## config.mk

```make
export PLATFORM = sky130hd
export DESIGN_NAME = fifo_wr_arbiter
export DESIGN_NICKNAME = d
export VERILOG_FILES = /design/src/rtl/fifo_arb_pkg.sv /design/src/rtl/fifo_wr_arbiter_rr_pick.sv /design/src/rtl/fifo_wr_arbiter.sv
export SDC_FILE = /design/constraint.sdc
export NUM_CORES = 1
export LEC_CHECK = 0
export CAP_MARGIN = 20
export CORE_MARGIN = 2
export CORE_UTILIZATION = 33
export CTS_CLUSTER_DIAMETER = 40
export DETAILED_ROUTE_END_ITERATION = 8
export GPL_ROUTABILITY_DRIVEN = 0
export GPL_TIMING_DRIVEN = 0
export PLACE_DENSITY = 0.82
export SYNTH_ARGS = -nofsm -noshare
export SYNTH_HDL_FRONTEND = slang
export SYNTH_SLANG_ARGS = --single-unit
export TNS_END_PERCENT = 10
```

## constraint.sdc

```tcl
create_clock -name CLK -period 2.4 [get_ports CLK]
set_input_delay 0.72 -clock CLK [delete_from_list [all_inputs] [get_ports CLK]]
set_output_delay 0.72 -clock CLK [all_outputs]
set_load 0.02 [all_outputs]
```

## src/rtl/fifo_arb_pkg.sv

```systemverilog
// fifo_arb_pkg: shared types and constants for the FIFO write-port arbiter.
//   arb_state_e : arbiter FSM state encoding (IDLE, GRANT)
//   STAT_WIDTH  : width of each per-requester accepted-beat counter
package fifo_arb_pkg;

    typedef enum logic [0:0] {
        IDLE  = 1'b0,
        GRANT = 1'b1
    } arb_state_e;

    localparam int unsigned STAT_WIDTH = 32;

endpackage

```

## src/rtl/fifo_wr_arbiter_rr_pick.sv

```systemverilog
// rr_pick: combinational round-robin picker.
//   req   : request vector, one bit per requester
//   last  : index of the most recently granted requester
//   found : at least one request is set
//   idx   : first set request searching upward from last+1, modulo N_REQ
module rr_pick #(
    parameter int unsigned N_REQ = 4
) (
    input  logic [N_REQ-1:0]         req,
    input  logic [$clog2(N_REQ)-1:0] last,
    output logic                     found,
    output logic [$clog2(N_REQ)-1:0] idx
);

    localparam int unsigned IDW = $clog2(N_REQ);

    int unsigned cand;

    // Walk the N_REQ positions after last; the first hit wins.
    always_comb begin
        found = 1'b0;
        idx   = last;
        cand  = 0;
        for (int unsigned k = 1; k <= N_REQ; k++) begin
            cand = (32'(last) + k) % N_REQ;
            if (!found && req[IDW'(cand)]) begin
                found = 1'b1;
                idx   = IDW'(cand);
            end
        end
    end

endmodule

```

## src/rtl/fifo_wr_arbiter.sv

```systemverilog
// fifo_wr_arbiter: round-robin arbiter sharing one FIFO write port among
// N_REQ valid/ready producers, granting one producer for up to MAX_BURST beats.
//   CLK, RST             : clock, synchronous active-high reset
//   REQ_VALID/REQ_DATA   : per-requester beat valid and packed data
//   REQ_READY            : per-requester accept (combinational)
//   W_DATA/WEN           : FIFO write data/enable (combinational)
//   FULL                 : FIFO full flag, blocks writes in the same cycle
//   GRANT_ID             : current or last granted requester
//   BUSY                 : high while a grant is active
//   STAT_CLR/STAT_CNT    : accepted-beat counters, only with FIFO_ARB_STATS_EN
module fifo_wr_arbiter
    import fifo_arb_pkg::*;
#(
    parameter int unsigned N_REQ      = 4,
    parameter int unsigned DATA_WIDTH = 8,
    parameter int unsigned MAX_BURST  = 4
) (
    input  logic                          CLK,
    input  logic                          RST,
    input  logic [N_REQ-1:0]              REQ_VALID,
    input  logic [N_REQ*DATA_WIDTH-1:0]   REQ_DATA,
    output logic [N_REQ-1:0]              REQ_READY,
    output logic [DATA_WIDTH-1:0]         W_DATA,
    output logic                          WEN,
    input  logic                          FULL,
    output logic [$clog2(N_REQ)-1:0]      GRANT_ID,
    output logic                          BUSY
`ifdef FIFO_ARB_STATS_EN
    ,
    input  logic                          STAT_CLR,
    output logic [N_REQ*STAT_WIDTH-1:0]   STAT_CNT
`endif
);

    localparam int unsigned IDW = $clog2(N_REQ);
    localparam int unsigned BCW = $clog2(MAX_BURST + 1);

    arb_state_e     state_q, state_d;
    logic [IDW-1:0] grant_q, grant_d;
    logic [IDW-1:0] last_q, last_d;
    logic [BCW-1:0] beat_cnt_q, beat_cnt_d;

    logic           pick_found;
    logic [IDW-1:0] pick_idx;
    logic           xfer_c;

    rr_pick #(
        .N_REQ (N_REQ)
    ) u_rr_pick (
        .req   (REQ_VALID),
        .last  (last_q),
        .found (pick_found),
        .idx   (pick_idx)
    );

    // Data mux follows the grant register in every state.
    always_comb begin
        W_DATA = '0;
        for (int unsigned i = 0; i < N_REQ; i++) begin
            if (grant_q == IDW'(i)) begin
                W_DATA = REQ_DATA[i*DATA_WIDTH +: DATA_WIDTH];
            end
        end
    end

    // Next-state and handshake logic. RST gates ready so no write is
    // issued in the cycle a reset is being taken.
    always_comb begin
        state_d    = state_q;
        grant_d    = grant_q;
        last_d     = last_q;
        beat_cnt_d = beat_cnt_q;
        REQ_READY  = '0;
        xfer_c     = 1'b0;
        case (state_q)
            IDLE: begin
                if (pick_found) begin
                    grant_d    = pick_idx;
                    last_d     = pick_idx;
                    beat_cnt_d = '0;
                    state_d    = GRANT;
                end
            end
            GRANT: begin
                REQ_READY[grant_q] = !FULL && !RST;
                xfer_c             = REQ_VALID[grant_q] && !FULL && !RST;
                if (!REQ_VALID[grant_q]) begin
                    state_d = IDLE;
                end else if (xfer_c) begin
                    beat_cnt_d = beat_cnt_q + BCW'(1);
                    if (beat_cnt_q == BCW'(MAX_BURST - 1)) begin
                        state_d = IDLE;
                    end
                end
            end
            default: state_d = IDLE;
        endcase
    end

    // last_q resets to the top index so requester 0 wins first.
    always_ff @(posedge CLK) begin
        if (RST) begin
            state_q    <= IDLE;
            grant_q    <= '0;
            last_q     <= IDW'(N_REQ - 1);
            beat_cnt_q <= '0;
        end else begin
            state_q    <= state_d;
            grant_q    <= grant_d;
            last_q     <= last_d;
            beat_cnt_q <= beat_cnt_d;
        end
    end

    assign WEN      = xfer_c;
    assign BUSY     = (state_q == GRANT);
    assign GRANT_ID = grant_q;

`ifdef FIFO_ARB_STATS_EN
    logic [STAT_WIDTH-1:0] stat_q [N_REQ];
    logic [STAT_WIDTH-1:0] stat_d [N_REQ];

    // Saturating per-requester beat counters; clear wins over increment.
    always_comb begin
        for (int unsigned i = 0; i < N_REQ; i++) begin
            stat_d[i] = stat_q[i];
            if (STAT_CLR) begin
                stat_d[i] = '0;
            end else if (xfer_c && (grant_q == IDW'(i)) && (stat_q[i] != '1)) begin
                stat_d[i] = stat_q[i] + STAT_WIDTH'(1);
            end
        end
    end

    always_ff @(posedge CLK) begin
        for (int unsigned i = 0; i < N_REQ; i++) begin
            if (RST) begin
                stat_q[i] <= '0;
            end else begin
                stat_q[i] <= stat_d[i];
            end
        end
    end

    always_comb begin
        STAT_CNT = '0;
        for (int unsigned i = 0; i < N_REQ; i++) begin
            STAT_CNT[i*STAT_WIDTH +: STAT_WIDTH] = stat_q[i];
        end
    end
`endif

endmodule

```

# Word level (Yosys, flattened, before mapping)

Cells that the tools add are included.

Reductions and logical operators: 15
Bitwise logic cells: 2
Add/sub/neg operators: 5
Equality and inequality tests: 7
$lt $le $gt $ge: 6
Muxes and demuxes: 35

Operator list:

| kind                                                                     | number |
|---|---|
| 8-bit 2-to-1 mux                                                         | 4 |
| 2-bit by 3-bit < comparator with 1-bit output (second input constant)    | 5 |
| 1-bit 2-to-1 mux                                                         | 15 |
| 1-bit binary-select mux with 2-bit select                                | 5 |
| 3-bit 2-to-1 mux                                                         | 3 |
| 2-bit 2-to-1 mux                                                         | 4 |
| 1-bit logical AND                                                        | 7 |
| 3-bit one-hot mux with 2 select lines                                    | 1 |
| 1-bit logical NOT                                                        | 5 |
| 2-bit by 1-bit adder with 2-bit output (second input constant)           | 2 |
| 2-bit adder (second input constant)                                      | 2 |
| 4-bit bitwise AND                                                        | 1 |
| 2-bit equality test (second input constant)                              | 2 |
| 4-bit 2-to-1 mux                                                         | 1 |
| 2-bit by 1-bit inequality test with 1-bit output (second input constant) | 2 |
| 3-bit by 1-bit adder with 3-bit output (second input constant)           | 1 |
| 3-bit by 2-bit equality test with 1-bit output (second input constant)   | 1 |
| 3-bit AND reduction                                                      | 1 |
| 1-bit demux with 2-bit select                                            | 1 |
| 2-bit by 1-bit equality test with 1-bit output (second input constant)   | 1 |
| 2-bit by 1-bit >= comparator with 1-bit output (second input constant)   | 1 |
| 2-bit logical NOT                                                        | 1 |
| 2-bit inequality test (second input constant)                            | 1 |
| 1-bit one-hot mux with 2 select lines                                    | 1 |
| other kinds (2)                                                          | 2 |

Word-level logic and storage cells: 74
Bits of input ports: 39
Register bits: 8
Output and inout bits: 16

# Logic depth before layout (Yosys ltp)

Gate-level depths: netlist of the first run.

Depth in word-level cells: 15
Depth in mapped cells: 5
Depth with buffers taken out: 5

# Modules after synthesis

Synthesis of the first run repeated with hierarchy kept, for this count alone.

Cell total of the unflattened synthesis: 71
Area total of the unflattened synthesis: 688.2 um^2

By module, submodules not included:

| module          | sequential area each (um^2) | cells each | times used | area each (um^2) |
|---|---|---|---|---|
| fifo_wr_arbiter | 160.2                       | 57         | 1          | 605.6 |
| rr_pick         | 0.0                         | 14         | 1          | 82.6 |

# Worst setup path after synthesis of the first run

No wires, ideal clock.

Path type: input -> output
From: input port RST
To: output port REQ_READY[0]
Buffers on the path: 1
Data arrival time: 1.557 ns
Data required time: 1.680 ns
Setup slack: 0.123 ns
Stages on the path: 4
Cells stage by stage: buf_6 > nor2_2 > nand2_1 > nor3_1

Cells in the longest elaborated chain, start to end: 4

RTL lines:

| item                               | line                  | RTL |
|---|---|---|
| start, declared                    | fifo_wr_arbiter.sv:19 | `input logic RST,` |
| 1-bit logical NOT                  | fifo_wr_arbiter.sv:85 | `REQ_READY[grant_q] = !FULL && !RST;` |
| 1-bit logical AND                  | fifo_wr_arbiter.sv:85 |  |
| 4-bit bitwise AND (no source line) | --                    |  |
| 4-bit 2-to-1 mux                   | fifo_wr_arbiter.sv:75 | `case (state_q)` |
| end, declared                      | fifo_wr_arbiter.sv:22 | `output logic [N_REQ-1:0] REQ_READY,` |

No other way between the ends.

# Final worst setup path of the first run

From: input port REQ_VALID[3]
To: output port WEN

Cells in the longest elaborated chain, start to end: 5

RTL lines:

| item                                      | line                  | RTL |
|---|---|---|
| start, declared                           | fifo_wr_arbiter.sv:20 | `input logic [N_REQ-1:0] REQ_VALID,` |
| 1-bit binary-select mux with 2-bit select | fifo_wr_arbiter.sv:86 | `xfer_c = REQ_VALID[grant_q] && !FULL && !RST;` |
| 1-bit 2-to-1 mux (not written as such)    | fifo_wr_arbiter.sv:86 |  |
| 1-bit logical AND (2 in series)           | fifo_wr_arbiter.sv:86 |  |
| 1-bit 2-to-1 mux                          | fifo_wr_arbiter.sv:75 |  |
| end, declared                             | fifo_wr_arbiter.sv:24 | `output logic WEN,` |

No other way between the ends. The select of a mux whose other input is x is not followed.

==> impl_metrics.toml, run 1 <==
[layout]
drive_gt1_frac = 0.323
nets = 170
nFillCells = 173
syn2layout_area_growth_pct = 86.2
register_area_um2 = 161
multi_input_area_um2 = 510
antennaDiodeCount = 0

[synth]
post-synth-top-count-cell = "dfxtp_1"
synth_common_cells = "8 x dfxtp_1, 7 x mux4_2, 5 x inv_1, 5 x nor2_1"
syn-num-nets = 111
syn_area_per_cell_um2 = 10.5
synthesis.area_um2 = 732
synth_enable_flop_cells = 0
async_flop_share = 0
yosysWarnings = 0
ys_ff_latch = 8
ys_top_cells_by_area = "dfxtp_1 22%, mux4_2 22%, mux4_1 7.2%"
ys_types = 35
syn_inst = 70
yosysTopAreaCell = "dfxtp_1"
synth.top_cell.area_share = 0.219
ys.flop_type = "dfxtp_1"
ys_seq_area_frac = 0.219

[setup_path]
critical_path_required_ps = 1680
cp-startpoint = "REQ_VALID[3]"
crit_path_max_fanout = 7
crit_type = "in -> out"
worstSetupStartpointType = "primary input"
worst_setup_path_end_kind = "output pin"
critPathArrivalTime_ps = 1650
r2r_start = "GRANT_ID[1]"

[floorplan]
pin_count = 55
dieHeight_um = 51.1
fp-row-count = 17
die_area_um2 = 2610
core-area_um2 = 2150
dieWidth_um = 51.1
start_util = 0.341

[clock_tree]
root_buffer = "clkbuf_4"
cts_buffer_depth = 2
htree_levels = 1
clkTransAtPathRegs_ps = 50
cts_hold_buffers = 0
cts_made_buffers = 3
cts_tree = "done"
clk_latency_ps = 250
cts.sinks = 8

[timing]
whs_ps = 479
slew_headroom = 0.747
fin_crit_ps = 2370
skew_ps = 3.97
post-route-period-util = 0.986
setup_viol = 0
rsz0062_at_grt = "false"
hold_viol = 0
worst_pin_slew_ps = 376
maxSlewViolCount = 0
max_freq_mhz = 423

[pwr]
fin_total_pwr_mw = 0.554
power.density_nw_per_um2 = 406
vdd_ir_drop_max_mv = 0.265
leakagePower_nw = 0.723

[grt]
antenna_found_initial = 0
grt_max_degree = 11
first_global_vias = 784
grt_pass1_wl_mm = 3.49
grt_usage = 0.179
grt_overflow_total = 0

[routing]
first_iter_violations = 9
routed_wl_mm = 2.40
wl_per_cell_um = 15.5
viasPerCell = 5.34
drt_pre_antenna_iters = 4
route.detailed.drc = 0
drtAntennaViolNets = 0
vias = 828

[job]
maxCapViolCount = 0

[placed_design]
dpl.hpwl_mm = 1.84
io_buffers = 53

[worst_hold_path]
holdCritPathClass = "reg -> reg"
hp-start = "beat_cnt_q[0]"

[outcome]
status = "finished, final reports clean"
-- through the flow --
step | area, µm² | worst slack (ps) | utilization | setup TNS (ps) | instances
finish | 1360 | 33.7 | 0.634 | 0 | 155
global route | 1360 | 7.97 | 0.634 | 0 | 155
CTS | 1290 | -87.6 | 0.601 | -428 | 156
detailed placement | 1300 | -957 | 0.604 | -6940 | 151
global placement | 1300 | -948 | 0.604 | -6690 | 151
floorplan | 732 | 123 | - | 0 | 70
-- area by class of cell --
class,count,area share
clock buffers,3,0.0165
repair buffers,55,0.425
plain buffers,4,0.0230
well taps,28,0.0257
multi-input cells,51,0.375
inverters,6,0.0165
flip-flops and latches,8,0.118
-- critical path: stages --
cell,delay [ps]
buf_8,100
mux4_2,490
and3_4,200
buf_6,130
-- sequential cells by signal, summed over array words and instances (netlist names) --
| signal | flops |
|---|---|
| GRANT_ID | 2 |
| last_q | 2 |
| BUSY | 1 |
| beat_cnt_q | 3 |
-- report_power, final --
| part | switching [mW] | total (mW) | internal (mW) |
|---|---|---|---|
| combinational | 0.124 | 0.288 | 0.164 |
| clock | 0.0468 | 0.104 | 0.0573 |
| sequential | 0.0166 | 0.161 | 0.145 |
-- final timing paths --
path / slack [ps] / depth (start not counted) / endpoint
hold reg to reg: 480 / 1 / beat_cnt_q[0]
hold / removal: 480 / 1 / beat_cnt_q[0]
setup / recovery: 30 / 4 / WEN
setup reg to reg: 860 / 3 / beat_cnt_q[1]
-- what timing repair did --
item                                    4_1_cts  5_1_grt
resized for setup                           105       31
endpoints found under the setup margin       13        7
cloned                                        0        0
pin swaps                                     3        0
buffers inserted                              2        0
-- logic make-up (layout without fill, tap and decap cells) --
group | after synthesis | in the layout | share of synthesized area
muxes | 11 | 11 | 0.316
DFF | 8 | 8 | 0.219
and+or+nand+nor | 24 | 24 | 0.185
AOI/OAI and AO/OA | 14 | 14 | 0.166
adders and majority gates | 2 | 2 | 0.0342
buffers and inverters | 11 | 68 | 0.0803
-- metal layers --
metal  track usage  wire (µm)  vias up
met5             0          0        -
met4        0.0541          0        0
met3        0.0409        215        0
met2         0.323       1230       45
met1         0.207        954      389
li1              -          -      394
-- cell usage in the layout (no fill, tap or decap), types with 2 or more instances in the layout --
cell type        Yosys  final
ha_1                 2      2
clkdlybuf4s50_1      0      3
nor2_1               5      5
o41ai_2              2      2
buf_4                0      2
dlygate4sd2_1        0     13
dlymetal6s2s_1       0     20
buf_6                2     14
nand2_1              3      3
dfxtp_1              8      7
inv_1                5      5
buf_2                2      5
a21oi_1              3      3
a211oi_1             2      2
mux4_2               7      9
clkbuf_4             0      3
nand2b_1             2      2
nand3_1              2      2
nor3_1               3      3
No activity file was read; power rests on OpenSTA's default activity.
==> run 2, diff against run 1 <==
--- a/config.mk
+++ b/config.mk
@@ -8,7 +8,7 @@
 export CAP_MARGIN = 20
 export CORE_MARGIN = 2
 export CORE_UTILIZATION = 33
-export CTS_CLUSTER_DIAMETER = 40
+export CTS_CLUSTER_DIAMETER = 30
 export DETAILED_ROUTE_END_ITERATION = 8
 export GPL_ROUTABILITY_DRIVEN = 0
 export GPL_TIMING_DRIVEN = 0
==> results of run 2 <==
No change in the layout: final DEF, timing and power equal those of run 1.
